<file path="src/rtl/cdb_arbiter.sv">
// cdb_arbiter: round-robin arbiter and output register for the common data bus.
// Grants at most one functional unit per cycle (req_ready is combinational) and
// registers the winner's tag and payload onto the CDB one cycle later.
// Optional feature macro: CDB_ARB_PERF_EN adds saturating perf_grants and
// perf_conflicts counters; without it those ports and counters do not exist.
module cdb_arbiter #(
    parameter int NUM_REQ = 4,
    parameter int TAG_W   = 3,
    parameter int DATA_W  = 32
) (
    input  logic                      clk,
    input  logic                      rst,
    input  logic                      flush,
    input  logic [NUM_REQ-1:0]        req_valid,
    output logic [NUM_REQ-1:0]        req_ready,
    input  logic [NUM_REQ*TAG_W-1:0]  req_tag,
    input  logic [NUM_REQ*DATA_W-1:0] req_data,
    input  logic [NUM_REQ*DATA_W-1:0] req_rs1_data,
    input  logic [NUM_REQ*DATA_W-1:0] req_rs2_data,
    output logic                      cdb_valid,
    output logic                      cdb_latch_en,
    output logic [NUM_REQ-1:0]        cdb_grant,
    output logic [TAG_W-1:0]          cdb_tag,
    output logic [DATA_W-1:0]         cdb_data,
    output logic [DATA_W-1:0]         cdb_rs1_data,
    output logic [DATA_W-1:0]         cdb_rs2_data
`ifdef CDB_ARB_PERF_EN
    ,
    output logic [31:0]               perf_grants,
    output logic [31:0]               perf_conflicts
`endif
);

    localparam int PTR_W = (NUM_REQ > 1) ? $clog2(NUM_REQ) : 1;
    localparam logic [PTR_W-1:0] LAST_IDX = PTR_W'(NUM_REQ - 1);

    // Round-robin state and registered CDB fields
    logic [PTR_W-1:0]   rr_ptr_q,     rr_ptr_d;
    logic               cdb_valid_q,  cdb_valid_d;
    logic [NUM_REQ-1:0] cdb_grant_q,  cdb_grant_d;
    logic [TAG_W-1:0]   cdb_tag_q,    cdb_tag_d;
    logic [DATA_W-1:0]  cdb_data_q,   cdb_data_d;
    logic [DATA_W-1:0]  cdb_rs1_q,    cdb_rs1_d;
    logic [DATA_W-1:0]  cdb_rs2_q,    cdb_rs2_d;

    // Arbitration intermediates
    logic [PTR_W:0]     scan_sum_s;
    logic [PTR_W-1:0]   scan_idx_s;
    logic               grant_any_s;
    logic [PTR_W-1:0]   grant_idx_s;
    logic [NUM_REQ-1:0] req_ready_s;
    logic [TAG_W-1:0]   sel_tag_s;
    logic [DATA_W-1:0]  sel_data_s;
    logic [DATA_W-1:0]  sel_rs1_s;
    logic [DATA_W-1:0]  sel_rs2_s;

`ifdef CDB_ARB_PERF_EN
    logic [31:0] perf_grants_q,    perf_grants_d;
    logic [31:0] perf_conflicts_q, perf_conflicts_d;

    // Population count of the request vector, used to detect contention
    function automatic logic [3:0] count_ones(input logic [NUM_REQ-1:0] v);
        logic [3:0] cnt;
        cnt = 4'd0;
        for (int i = 0; i < NUM_REQ; i++) begin
            cnt = cnt + {3'b000, v[i]};
        end
        return cnt;
    endfunction
`endif

    // Scan from rr_ptr upward (mod NUM_REQ) and pick the first valid unit; reset and flush block all grants
    always_comb begin
        grant_any_s = 1'b0;
        grant_idx_s = {PTR_W{1'b0}};
        scan_sum_s  = {(PTR_W+1){1'b0}};
        scan_idx_s  = {PTR_W{1'b0}};
        for (int k = 0; k < NUM_REQ; k++) begin
            scan_sum_s = {1'b0, rr_ptr_q} + (PTR_W+1)'(k);
            if (scan_sum_s >= (PTR_W+1)'(NUM_REQ)) begin
                scan_idx_s = PTR_W'(scan_sum_s - (PTR_W+1)'(NUM_REQ));
            end else begin
                scan_idx_s = scan_sum_s[PTR_W-1:0];
            end
            if (!grant_any_s && req_valid[scan_idx_s] && !rst && !flush) begin
                grant_any_s = 1'b1;
                grant_idx_s = scan_idx_s;
            end else begin
                grant_any_s = grant_any_s;
            end
        end
    end

    // One-hot grant vector and AND-OR payload mux selected by it
    always_comb begin
        req_ready_s = {NUM_REQ{1'b0}};
        sel_tag_s   = {TAG_W{1'b0}};
        sel_data_s  = {DATA_W{1'b0}};
        sel_rs1_s   = {DATA_W{1'b0}};
        sel_rs2_s   = {DATA_W{1'b0}};
        for (int i = 0; i < NUM_REQ; i++) begin
            req_ready_s[i] = grant_any_s & (grant_idx_s == PTR_W'(i));
            sel_tag_s  = sel_tag_s  | (req_tag[i*TAG_W +: TAG_W]        & {TAG_W{req_ready_s[i]}});
            sel_data_s = sel_data_s | (req_data[i*DATA_W +: DATA_W]     & {DATA_W{req_ready_s[i]}});
            sel_rs1_s  = sel_rs1_s  | (req_rs1_data[i*DATA_W +: DATA_W] & {DATA_W{req_ready_s[i]}});
            sel_rs2_s  = sel_rs2_s  | (req_rs2_data[i*DATA_W +: DATA_W] & {DATA_W{req_ready_s[i]}});
        end
    end

    // Next-state: advance pointer past the winner and load the CDB; without a grant drop valid and hold payload
    always_comb begin
        rr_ptr_d    = rr_ptr_q;
        cdb_valid_d = 1'b0;
        cdb_grant_d = {NUM_REQ{1'b0}};
        cdb_tag_d   = cdb_tag_q;
        cdb_data_d  = cdb_data_q;
        cdb_rs1_d   = cdb_rs1_q;
        cdb_rs2_d   = cdb_rs2_q;
        if (grant_any_s) begin
            if (grant_idx_s == LAST_IDX) begin
                rr_ptr_d = {PTR_W{1'b0}};
            end else begin
                rr_ptr_d = grant_idx_s + PTR_W'(1);
            end
            cdb_valid_d = 1'b1;
            cdb_grant_d = req_ready_s;
            cdb_tag_d   = sel_tag_s;
            cdb_data_d  = sel_data_s;
            cdb_rs1_d   = sel_rs1_s;
            cdb_rs2_d   = sel_rs2_s;
        end else begin
            rr_ptr_d = rr_ptr_q;
        end
    end

`ifdef CDB_ARB_PERF_EN
    // Saturating counters; flush does not clear them, only reset does
    always_comb begin
        perf_grants_d    = perf_grants_q;
        perf_conflicts_d = perf_conflicts_q;
        if (grant_any_s && (perf_grants_q != 32'hFFFF_FFFF)) begin
            perf_grants_d = perf_grants_q + 32'd1;
        end else begin
            perf_grants_d = perf_grants_q;
        end
        if (!flush && (count_ones(req_valid) >= 4'd2) && (perf_conflicts_q != 32'hFFFF_FFFF)) begin
            perf_conflicts_d = perf_conflicts_q + 32'd1;
        end else begin
            perf_conflicts_d = perf_conflicts_q;
        end
    end
`endif

    // State registers with synchronous reset that overrides flush and grants
    always_ff @(posedge clk) begin
        if (rst) begin
            rr_ptr_q    <= {PTR_W{1'b0}};
            cdb_valid_q <= 1'b0;
            cdb_grant_q <= {NUM_REQ{1'b0}};
            cdb_tag_q   <= {TAG_W{1'b0}};
            cdb_data_q  <= {DATA_W{1'b0}};
            cdb_rs1_q   <= {DATA_W{1'b0}};
            cdb_rs2_q   <= {DATA_W{1'b0}};
`ifdef CDB_ARB_PERF_EN
            perf_grants_q    <= 32'd0;
            perf_conflicts_q <= 32'd0;
`endif
        end else begin
            rr_ptr_q    <= rr_ptr_d;
            cdb_valid_q <= cdb_valid_d;
            cdb_grant_q <= cdb_grant_d;
            cdb_tag_q   <= cdb_tag_d;
            cdb_data_q  <= cdb_data_d;
            cdb_rs1_q   <= cdb_rs1_d;
            cdb_rs2_q   <= cdb_rs2_d;
`ifdef CDB_ARB_PERF_EN
            perf_grants_q    <= perf_grants_d;
            perf_conflicts_q <= perf_conflicts_d;
`endif
        end
    end

    assign req_ready    = req_ready_s;
    assign cdb_valid    = cdb_valid_q;
    assign cdb_latch_en = cdb_valid_q;
    assign cdb_grant    = cdb_grant_q;
    assign cdb_tag      = cdb_tag_q;
    assign cdb_data     = cdb_data_q;
    assign cdb_rs1_data = cdb_rs1_q;
    assign cdb_rs2_data = cdb_rs2_q;
`ifdef CDB_ARB_PERF_EN
    assign perf_grants    = perf_grants_q;
    assign perf_conflicts = perf_conflicts_q;
`endif

endmodule

</file>
<file path="config.mk">
export PLATFORM = sky130hd
export DESIGN_NAME = cdb_arbiter
export DESIGN_NICKNAME = d
export VERILOG_FILES = /design/src/rtl/cdb_arbiter.sv
export SDC_FILE = /design/constraint.sdc
export NUM_CORES = 1
export LEC_CHECK = 0
export CORE_AREA = 5 5 196 198
export DETAILED_ROUTE_END_ITERATION = 7
export DIE_AREA = 0 0 201 203
export GPL_TIMING_DRIVEN = 0
export PLACE_DENSITY = 0.55
export SYNTH_ARGS = -nofsm -noshare
export SYNTH_HDL_FRONTEND = slang
export SYNTH_SLANG_ARGS = --single-unit
</file>
<file path="constraint.sdc">
create_clock -name clk -period 2.47 [get_ports clk]
set_input_delay 0.494 -clock clk [delete_from_list [all_inputs] [get_ports clk]]
set_output_delay 0.494 -clock clk [all_outputs]
set_load 0.02 [all_outputs]
</file>
* After elaboration in Yosys (flattened, before gate mapping)
Cells that the tools add are included.
** Cells by class
- Add/subtract/negate cells :: 8
- $lt $le $gt $ge :: 8
- Eq/ne operators :: 3
- Multiplexer cells :: 22
- Bitwise logic cells :: 33
- Reductions and logical operators :: 18
** Operator list (number)
- 32-bit AND :: 12
- 32-bit OR :: 9
- 2-bit two-way mux :: 9
- 3-bit AND :: 4
- 2-bit by 3-bit less-than comparator with 1-bit output (second input constant) :: 4
- 1-bit logical AND :: 11
- 3-bit >= comparator (second input constant) :: 3
- 1-bit two-way mux :: 9
- 3-bit OR :: 3
- 1-bit binary-select mux with 2-bit select :: 4
- 2-bit by 1-bit subtractor with 2-bit output (second input constant) :: 4
- 2-bit by 2-bit adder with 3-bit output (second input constant) :: 2
- 1-bit zero test :: 5
- 1-bit AND :: 4
- 2-bit equality test (second input constant) :: 2
- 2-bit by 1-bit adder with 3-bit output (second input constant) :: 1
- 2-bit by 3-bit >= comparator with 1-bit output (second input constant) :: 1
- 2-bit by 1-bit adder with 2-bit output (second input constant) :: 1
- 2-bit by 1-bit equality test with 1-bit output (second input constant) :: 1
- 2-bit zero test :: 1
- 2-bit OR reduction :: 1
- 1-bit NOT :: 1
** Storage, ports and cells
- Flip-flop bits (word level) :: 106
- Input port bits :: 403
- Output and inout port bits :: 109

* Depth between registers and ports, before layout
Gate-level depths: netlist of run 1.
- Depth in word-level cells :: 28
- Gate-level depth with buffers :: 10

* Worst setup path after synthesis of run 1
No wires, ideal clock.
- Path type :: in2out
- Start :: input req_valid[0]
- End :: output req_ready[3]
- Arrival :: 2138 ps
- Required time :: 1976 ps
- Slack :: -162 ps
- Cell stages on the path :: 7
- Cells stage by stage :: or4_1 > o211ai_1 > a21o_1 > ha_1 > buf_2 > clkbuf_1 > and2_1
** Between the ends
- Word-level cells in the longest chain between the ends :: 22
- Elaborated cells on any way between the ends :: 32
- Those cells by class :: 1 x eq/ne; 16 x mux; 1 x bitwise; 14 x reduce/logical
** Ends and longest elaborated chain
- start, declared :: line 14 : input logic [NUM_REQ-1:0] req_valid,
- 1-bit binary-select mux with 2-bit select :: line 85 : if (!grant_any_s && req_valid[scan_idx_s] && !rst && !flush) begin
- 1-bit two-way mux (implied by the code) :: line 85
- 1-bit logical AND (2 in a row) :: line 85
- 1-bit two-way mux :: line 85
- 1-bit zero test :: line 85
- 1-bit logical AND (3 in a row) :: line 85
- 1-bit two-way mux :: line 85
- 1-bit zero test :: line 85
- 1-bit logical AND (3 in a row) :: line 85
- 1-bit two-way mux :: line 85
- 1-bit zero test :: line 85
- 1-bit logical AND (3 in a row) :: line 85
- 2-bit two-way mux :: line 85
- 2-bit equality test :: line 102 : req_ready_s[i] = grant_any_s & (grant_idx_s == PTR_W'(i));
- 1-bit AND (*) :: line 102
- end, declared :: line 15 : output logic [NUM_REQ-1:0] req_ready,
Every way passes the cells marked *; elsewhere a longest branch is shown, timed or not. The select of a mux whose other input is x is not followed.

* Final worst setup path of run 1
- Start :: input rst
- End :: output req_ready[1]
** Between the ends
- Word-level cells in the longest chain between the ends :: 21
- Elaborated cells on any way between the ends :: 25
- Those cells by class :: 1 x eq/ne; 8 x mux; 1 x bitwise; 15 x reduce/logical
** Ends and longest elaborated chain
- start, declared :: line 12 : input logic rst,
- 1-bit zero test (*) :: line 85
- 1-bit logical AND (2 in a row) :: line 85
- 1-bit two-way mux :: line 85
- 1-bit zero test :: line 85
- 1-bit logical AND (3 in a row) :: line 85
- 1-bit two-way mux :: line 85
- 1-bit zero test :: line 85
- 1-bit logical AND (3 in a row) :: line 85
- 1-bit two-way mux :: line 85
- 1-bit zero test :: line 85
- 1-bit logical AND (3 in a row) :: line 85
- 2-bit two-way mux :: line 85
- 2-bit by 1-bit equality test with 1-bit output :: line 102
- 1-bit AND (*) :: line 102
Every way passes the cells marked *; elsewhere a longest branch is shown, timed or not.

==> results.md, run 1 <==
- STA classifies the critical path startpoint as an input port.
- In this run the cell area of the synthesized design comes to about 5600 um2.
- The total area of multi-input combinational cells is about 3400 um2.
- The vias after detailed routing is between 7000 and 8000.
- Setup violations remaining at the end of the flow were counted as between 80 and 90.
- The number of placed I/O pins is roughly 510.
- STA puts the critical path data required time at about 2.0 ns.
- For this run, the top clock speed supported by timing is 363.1 MHz.
- For this design the static power due to leakage is between 4 and 5 nW.
- The synthesized design contains 0 enable-type register cells.
- The fraction of the yosys area taken by sequential cells is between 30% and 40%.
- Including well taps, the total number of placed cells is 1603.
- The number of global-route vias before repair was 8359.
- The final layout contains around 1600 nets.
- The power share of the sequential group is 35.1%.
- The total internal power is 3.759 mW.
- In this run the power spent charging and discharging nets is approximately 1.6 mW.
- The number of synthesis warnings is 0.
- The combinational cell fraction of total power is a little over a third.
- The die width is about 200 um.
- The slew at the pin closest to its max-slew limit is between 0.9 and 1 ns.
- Using the TritonRoute via totals, the vias-per-cell ratio works out to between 4 and 5.
- The final reports fail on negative setup slack.
- The final setup skew is around 0.0076 ns.
- Of all nets on the critical path, the largest fanout is 4.
- After routing, the total negative slack on setup checks comes to -7.114 ns.
- The count of nets left with antenna violations once routing finished came out at 0.
- The kind of end point of the critical path is an output pin.
- Counting distinct cell types in the post-synthesis netlist gives 27.
- The share of layout cells above drive strength 1 is between 15 and 20%.
- 0 antenna diodes ended up in the layout.
- In this run, the clock network consumes approximately 29% of the power.
- The register area is 2130 um2.
- Entering global routing, the biggest net connects 17 pins.
- After the first detailed-routing iteration, the DRC count stood at 305.
- The critical path arrival is 2.26 ns.
- The clock latency on the worst-skew pair is about 0.38 ns.
- The die is slightly above 200 um tall.
- The placer's final routability congestion estimate is roughly 0.81.
- The worst path in the final design needs a cycle of approximately 2.8 ns, including I/O delays and setup.
- The total of max-cap violations is 0.
- After synthesis, the share of flip-flops with an asynchronous set or reset is 0%.
- The worst setup slack before clock tree synthesis is -1.686 ns.
- Counting the buffers created by CTS gives 9.
- Once detailed placement completed, the half-perimeter wirelength came to 28410 um.
- The initial antenna violation count is 3.
- The clock drives 106 sinks.
- The wire length per cell is between 20 and 25 um.
- The routed wire length is around 38000 um.
- The flow ran to the end, but the final reports show violations.
- Power spread over the standard cell area amounts to ~420 nW/um2.
- The total of fill cells in the finished design is approximately 3700.
- The mean cell area of the mapped netlist is ~8.9 um2.
- The top cell types in the final layout, fill and taps aside, are 502 x sky130_fd_sc_hd__clkdlybuf4s50_1, 155 x sky130_fd_sc_hd__a22oi_1, 104 x sky130_fd_sc_hd__dfxtp_1, 102 x sky130_fd_sc_hd__nor2_1, 89 x sky130_fd_sc_hd__a311oi_1.
- The final number of max-transition violations is 0.
- The critical path in this run is classified as in2out.
- The number of failing hold endpoints at the final stage is 0.
- Setup repair after global routing could not meet its margin everywhere.
- The core region is 36350 um2.
- Dividing the final minimum period by the clock period gives 111.5%.
- The total die area is slightly above 40000 um2.
- The tightest min-delay check is of the reg2reg type.
- Compared with the post-synthesis result, the final layout area differs by 129.4%.
- The number of iterations in the first detailed-routing pass is 5.
- The most common cell after layout, fill and taps aside is sky130_fd_sc_hd__clkdlybuf4s50_1.
- The count of cells in the finished layout, fillers not included, comes to about 1600.
- The number of nets in the synthesized netlist is between 1000 and 1500.
- In this run the core area contains 70 standard-cell rows.
- After detailed placement, the total cell area comes to roughly 11000 um2.
- The clock tree from TritonCTS is built.
- The finished cells cover ~13000 um2.
- The clock transition at the registers of the reported paths is 0.08 ns.
- The number of instances in the synthesized netlist is 624.
- Setup slack on the critical path of the routed design comes to -0.2844 ns.
- Of the total power, the share spent switching nets is approximately 30%.
- The first global-routing pass estimated about 54000 um of wire.
- During placement, the flow inserted port buffers numbering approximately 510.
- The combined global-route utilization of all metal layers is approximately 17%.
- Counting along the longest clock path gives a buffer depth of 2.
- The highest ir drop seen on vdd is roughly 0.33 mV.
- The worst max-slew margin expressed relative to the limit is 35.75%.
- The initial utilization of the core area, before any placement, comes to 15.27%.
- After global routing the overflow that remains totals 0.
- For this run, design rule violations remaining after detail routing come to 0.
- The buffer type at the clock tree root is sky130_fd_sc_hd__clkbuf_16.
- The H-tree was split into 3 levels.
- The most used flip-flop cell after synthesis is sky130_fd_sc_hd__dfxtp_1.
- The synthesized design contains about 110 register bits.
==> synth_stat cells, types with 2 or more instances <==
master                       n  share of area [%]
sky130_fd_sc_hd__inv_1       3               0.20
sky130_fd_sc_hd__a311oi_1   99                 16
sky130_fd_sc_hd__ha_1        4               0.90
sky130_fd_sc_hd__a22oi_1   198                 27
sky130_fd_sc_hd__nor3b_1     2               0.27
sky130_fd_sc_hd__o211ai_1    2               0.27
sky130_fd_sc_hd__mux2i_1     2               0.36
sky130_fd_sc_hd__and2_1      8               0.90
sky130_fd_sc_hd__a21oi_1     4               0.36
sky130_fd_sc_hd__buf_2      14                1.3
sky130_fd_sc_hd__clkbuf_1   52                3.5
sky130_fd_sc_hd__dfxtp_1   106                 38
sky130_fd_sc_hd__nor2_1    104                7.0
sky130_fd_sc_hd__buf_6      10                2.0
sky130_fd_sc_hd__buf_4       4               0.54
==> worst max-delay path, cell delays in order <==
cell                              delay, ns
sky130_fd_sc_hd__clkdlybuf4s50_1       0.47
sky130_fd_sc_hd__nor2_2                0.19
sky130_fd_sc_hd__o211ai_1              0.13
sky130_fd_sc_hd__nor2_2                0.18
sky130_fd_sc_hd__a21o_1                0.21
sky130_fd_sc_hd__ha_4                  0.20
sky130_fd_sc_hd__clkbuf_16             0.14
sky130_fd_sc_hd__and2_4                0.13
sky130_fd_sc_hd__buf_6                 0.11
==> cell type report <==
cell class	instances	share of cell area [%]
Timing Repair Buffer	546	44.07
Clock buffer	12	1.857
Sequential cell	106	16.72
Inverter	3	0.08841
Buffer	74	5.766
Tap cell	468	4.597
Clock inverter	4	0.4126
Multi-Input combinational cell	435	26.49
==> metrics by stage <==
step           hold slack (ns)  util [%]  power (mW)
6_report                0.4978     35.04       5.395
5_1_grt                 0.5199     35.04       5.633
4_1_cts                 0.5002     33.00       5.343
3_5_place_dp            0.4891     31.00       3.686
3_3_place_gp            0.4825     31.00       3.678
2_1_floorplan           0.5289         -       2.556
==> sequential cells by signal, indices dropped and copies added, names as in the netlist <==
name          count
cdb_grant         4
cdb_rs2_data     32
rr_ptr_q          2
cdb_rs1_data     32
cdb_latch_en      1
cdb_tag           3
cdb_data         32
==> cells by family (layout without fill, tap and decap cells) <==
group                      after synthesis  after routing  synth area share, %
AOI/OAI and AO/OA                      310            310                44.20
and+or+nand+nor                        119            119                8.767
DFF                                    106            106                38.22
buffers and inverters                   83            639                7.550
adders and majority gates                4              4               0.9015
muxes                                    2              2               0.3606
==> repair_timing <==
action                     4_1_cts  5_1_grt
hold buffers                     0        0
pin swaps                        7      104
cloned                           0       11
resized for setup              150      124
buffers inserted                 8       16
setup endpoints to repair      107       96
==> per-layer routing <==
| metal | wire [um] | vias up | GRT usage [%] |
|---|---|---|---|
| li1 | - | 3648 | - |
| met4 | 845 | 6 | 5.138 |
| met5 | 52 | - | 0 |
| met3 | 2913 | 41 | 5.558 |
| met1 | 15610 | 3746 | 20.45 |
| met2 | 18800 | 399 | 30.25 |
==> power by group through the flow <==
stage / registers (mW) / clock network [mW] / logic, mW
2_1_floorplan: 2.07 / 0 / 0.487
3_3_place_gp: 1.93 / 0 / 1.75
3_5_place_dp: 1.93 / 0 / 1.75
4_1_cts: 1.89 / 1.62 / 1.83
5_1_grt: 1.91 / 1.66 / 2.06
6_report: 1.89 / 1.55 / 1.95
==> path summary, 6_finish.rpt <==
check | from | endpoint | slack (ns) | depth (start not counted)
setup / recovery | rst | req_ready[1] | -0.28 | 9
hold / removal | cdb_rs1_data[16] | cdb_rs1_data[16] | 0.50 | 2
setup reg to reg | rr_ptr_q[0] | cdb_data[5] | -0.10 | 11
hold reg to reg | cdb_rs1_data[16] | cdb_rs1_data[16] | 0.50 | 2
Note: power is estimated with default switching activity, not from simulation.
==> run 2: changes to the inputs <==
Settings changed: CELL_PAD_IN_SITES_DETAIL_PLACEMENT from default to 2, CELL_PAD_IN_SITES_GLOBAL_PLACEMENT from default to 2, CORE_AREA 5 5 196 198 to default, CORE_MARGIN from default to 5, CORE_UTILIZATION from default to 14, DIE_AREA 0 0 201 203 to default, PLACE_DENSITY 0.55 to 0.85.
==> run 2 against run 1 <==
Net effect: global-route usage is 1.1 points higher; clock power is 5% higher; count of clock-buffer cells in the layout is 2 lower; sequential power hardly changed; combinational power is 2% lower; the run still ends with negative setup slack left; cell count is 2.9% higher; critical path depth is 1 lower; first-iteration DRC count is 20% higher; hold slack better by 0.0077 ns; sequential share of layout area is 0.63 points higher; routed wire length is 12% higher; critical path type is now reg2out; design area is 3.6% lower.
==> results.md, run 2 (synthesis results as in run 1) <==
- The global-route congestion overflow total is 0.
- For this run, design rule violations remaining after detail routing come to 0.
- TritonCTS built the clock tree.
- The minimum clock period is roughly 2.8 ns.
- The final route contains around 8000 vias.
- The run finished, with violations left.
- For the pin with the worst max-slew slack, the measured transition is ~1.0 ns.
- Across all hold checks on the routed design, the worst slack comes to ~0.51 ns.
- In this run the standard cell core region covers ~39000 um2.
- The floorplan has between 70 and 80 rows.
- Detailed placement finished with a half-perimeter wire length of roughly 34000 um.
- The maximum clock path buffer count is 2.
- The final number of max-transition violations is 0.
- The net switching share of the total power is 31.02%.
- The buffer type at the clock tree root is sky130_fd_sc_hd__clkbuf_16.
- The clock network fraction of design power is approximately 30%.
- The total of max-cap violations is 0.
- Before antenna repair, the detailed router went through 4 iterations.
- After layout, the worst path uses 113.9% of the clock period.
- Setup violations remaining at the end of the flow were counted as 25.
- The highest routing layer actually used is met4.
- The wire length on met3 is 3031 um.
- The worst setup slack before clock tree synthesis is -1.849 ns.
- In this run the tightest slew margin relative to its limit is about a third.
- In this run the worst path has a maximum fanout of 4.
- Static timing analysis puts the maximum clock frequency at around 360 MHz.
- For this run, the slowest stage of the critical path takes approximately 0.49 ns.
- The worst setup path is launched from a flop.
- Compared with the post-synthesis result, the final layout area differs by 121.1%.
- The critical path is of the reg2out type.
- Across every metal layer, demand over resource in global routing totals between 15 and 20%.
- Together, buffers and inverters on the worst path number 3.
- The first-pass GRT wire length is between 60000 and 70000 um.
- Hold repair after CTS inserted 0 buffers.
- The checks that failed: negative setup slack.
- Setup repair after global routing could not meet its margin everywhere.
- Dividing the detail-routed via count by the number of cells gives about 4.7.
- The initial antenna violation count is 2.
- After detailed routing, the met2 layer carries approximately 22000 um of wire.
- The total power per unit cell area is ~440 nW/um2.
- During placement, the flow inserted port buffers numbering roughly 500.
- In this design, the largest share of critical-path delay is due to simple AND/OR/NAND/NOR gates.
- The die covers approximately 44000 um2.
- For this block, the initial DRC count from the detailed router was approximately 370.
- The critical path goes through or4_4 > o211ai_1 > a21oi_2 > ha_2 > buf_12 > clkbuf_16 > and2_4 > buf_6.
- The worst setup path is captured at an output pin.
- For this block, wires on met1 add up to between 15000 and 20000 um.
- The most common cell after layout, fill and taps aside is sky130_fd_sc_hd__clkdlybuf4s50_1.
- Internal power comes to ~3.7 mW.
- The initial core utilization is 14.07%.
- CTS saw ~110 sinks.
- The instance area at placement is between 10000 and 15000 um2.
- The wire length per cell is between 20 and 30 um.
- The count of H-tree levels built during CTS is 3.
- In the layout the commonest cells are 502 x sky130_fd_sc_hd__clkdlybuf4s50_1, 190 x sky130_fd_sc_hd__a22oi_1, 104 x sky130_fd_sc_hd__dfxtp_1, 101 x sky130_fd_sc_hd__nor2_1, 96 x sky130_fd_sc_hd__a311oi_1.
- The total of fill cells in the finished design is roughly 4500.
- At the end of routability-driven placement, the weighted congestion stood at 0.9006.
- For the worst-skew pair, the clock arrives at the later sink with an insertion delay of about 0.38 ns.
- Cells fill 31.11% of the core in the end.
- Overall power consumption after layout is estimated at between 5 and 6 mW.
- Once routing completed, OpenROAD measured the worst setup slack at -0.3431 ns.
- The worst min-delay path class is reg2reg.
- The required time reported for the critical path endpoint is 1.98 ns.
- The number of global-route vias before repair is between 9000 and 10000.
- The power share of the sequential group is approximately a third.
- The highest ir drop seen on vdd is roughly 0.28 mV.
- Of the cells placed in the final design, the portion with a size suffix greater than 1 is 12.15%.
- The die width is about 210 um.
- The standby leakage power is approximately 4.2 nW.
- The overall die height is between 200 and 250 um.
- The post-route antenna net violation count is 0.
- The number of failing hold endpoints at the final stage is 0.
- The total CTS buffers is 9.
- In this run the power spent charging and discharging nets is ~1.7 mW.
- For this design, the slowest cell found on the critical path is sky130_fd_sc_hd__or4_4.
- At the end of the flow, the number of nets in the layout was roughly 1600.
- The maximum number of pins on one net before global-route repair is 19.
- For the worst setup path, the data arrival time is about 2.3 ns.
- The share of total power dissipated in combinational logic is between 30% and 40%.
- The number of placed I/O pins is roughly 500.
- The clock transition at the registers of the reported paths is about 0.080 ns.
- Summed over all layers, the routed wires come to approximately 43000 um.
- The design area is between 10000 and 15000 um2.
- The clock arrives with between 0.015 and 0.02 ns of skew.
[run 2: layer usage]
metal  GRT usage (%)  vias to the layer above
li1                -                     3609
met1           20.97                     3939
met2           33.36                      380
met3           6.200                       32
met4           4.635                        0
met5               0                        -
[run 2: layout make-up]
cell class	instances	area, um2	area share, %
Timing Repair Buffer	533	5275	42.97
Clock buffer	10	239.0	1.947
Inverter	3	11.26	0.09172
Tap cell	525	656.9	5.351
Clock inverter	6	72.57	0.5911
Antenna cell	1	2.502	0.02038
Buffer	76	747.0	6.084
Multi-Input combinational cell	435	3143	25.60
Sequential cell	106	2130	17.35
[run 2: worst register-to-register path, cell delays in order (launching register included)]
cell	delay (ns)
sky130_fd_sc_hd__dfxtp_4	0.36
sky130_fd_sc_hd__nor4b_2	0.15
sky130_fd_sc_hd__mux2i_1	0.20
sky130_fd_sc_hd__o211ai_1	0.18
sky130_fd_sc_hd__a21oi_2	0.28
sky130_fd_sc_hd__ha_2	0.26
sky130_fd_sc_hd__clkbuf_1	0.60
sky130_fd_sc_hd__a22oi_1	0.17
sky130_fd_sc_hd__a311oi_1	0.33
[run 2: per-stage QoR]
| step | std cells | TNS (ns) |
|---|---|---|
| after floorplan | 624 | -0.005748 |
| after global placement | 1660 | -118.12 |
| after detailed placement | 1660 | -133.03 |
| after CTS | 1689 | -3.185 |
| after global routing | 1695 | -10.61 |
| final | 1695 | -2.606 |
[run 2: final timing paths]
check | from | endpoint | slack [ns] | cells past startpoint
setup reg to reg | rr_ptr_q[0] | cdb_rs2_data[11] | -0.16 | 8
hold / removal | cdb_rs2_data[13] | cdb_rs2_data[13] | 0.51 | 2
setup / recovery | rr_ptr_q[0] | req_ready[2] | -0.34 | 8
hold reg to reg | cdb_rs2_data[13] | cdb_rs2_data[13] | 0.51 | 2
[run 2: power by group through the flow]
stage	Clock (mW)	Sequential [mW]	Combinational [mW]
2_1_floorplan	0	2.07	0.487
3_3_place_gp	0	1.93	1.76
3_5_place_dp	0	1.94	1.80
4_1_cts	1.69	1.90	1.90
5_1_grt	1.76	1.92	2.01
6_report	1.63	1.90	1.91
[run 2: what timing repair did]
item                       CTS  global route
hold endpoints to repair     0             0
pin swaps                    9             8
gates resized for setup    165            32
setup endpoints to repair  107            96
buffers inserted            16             6
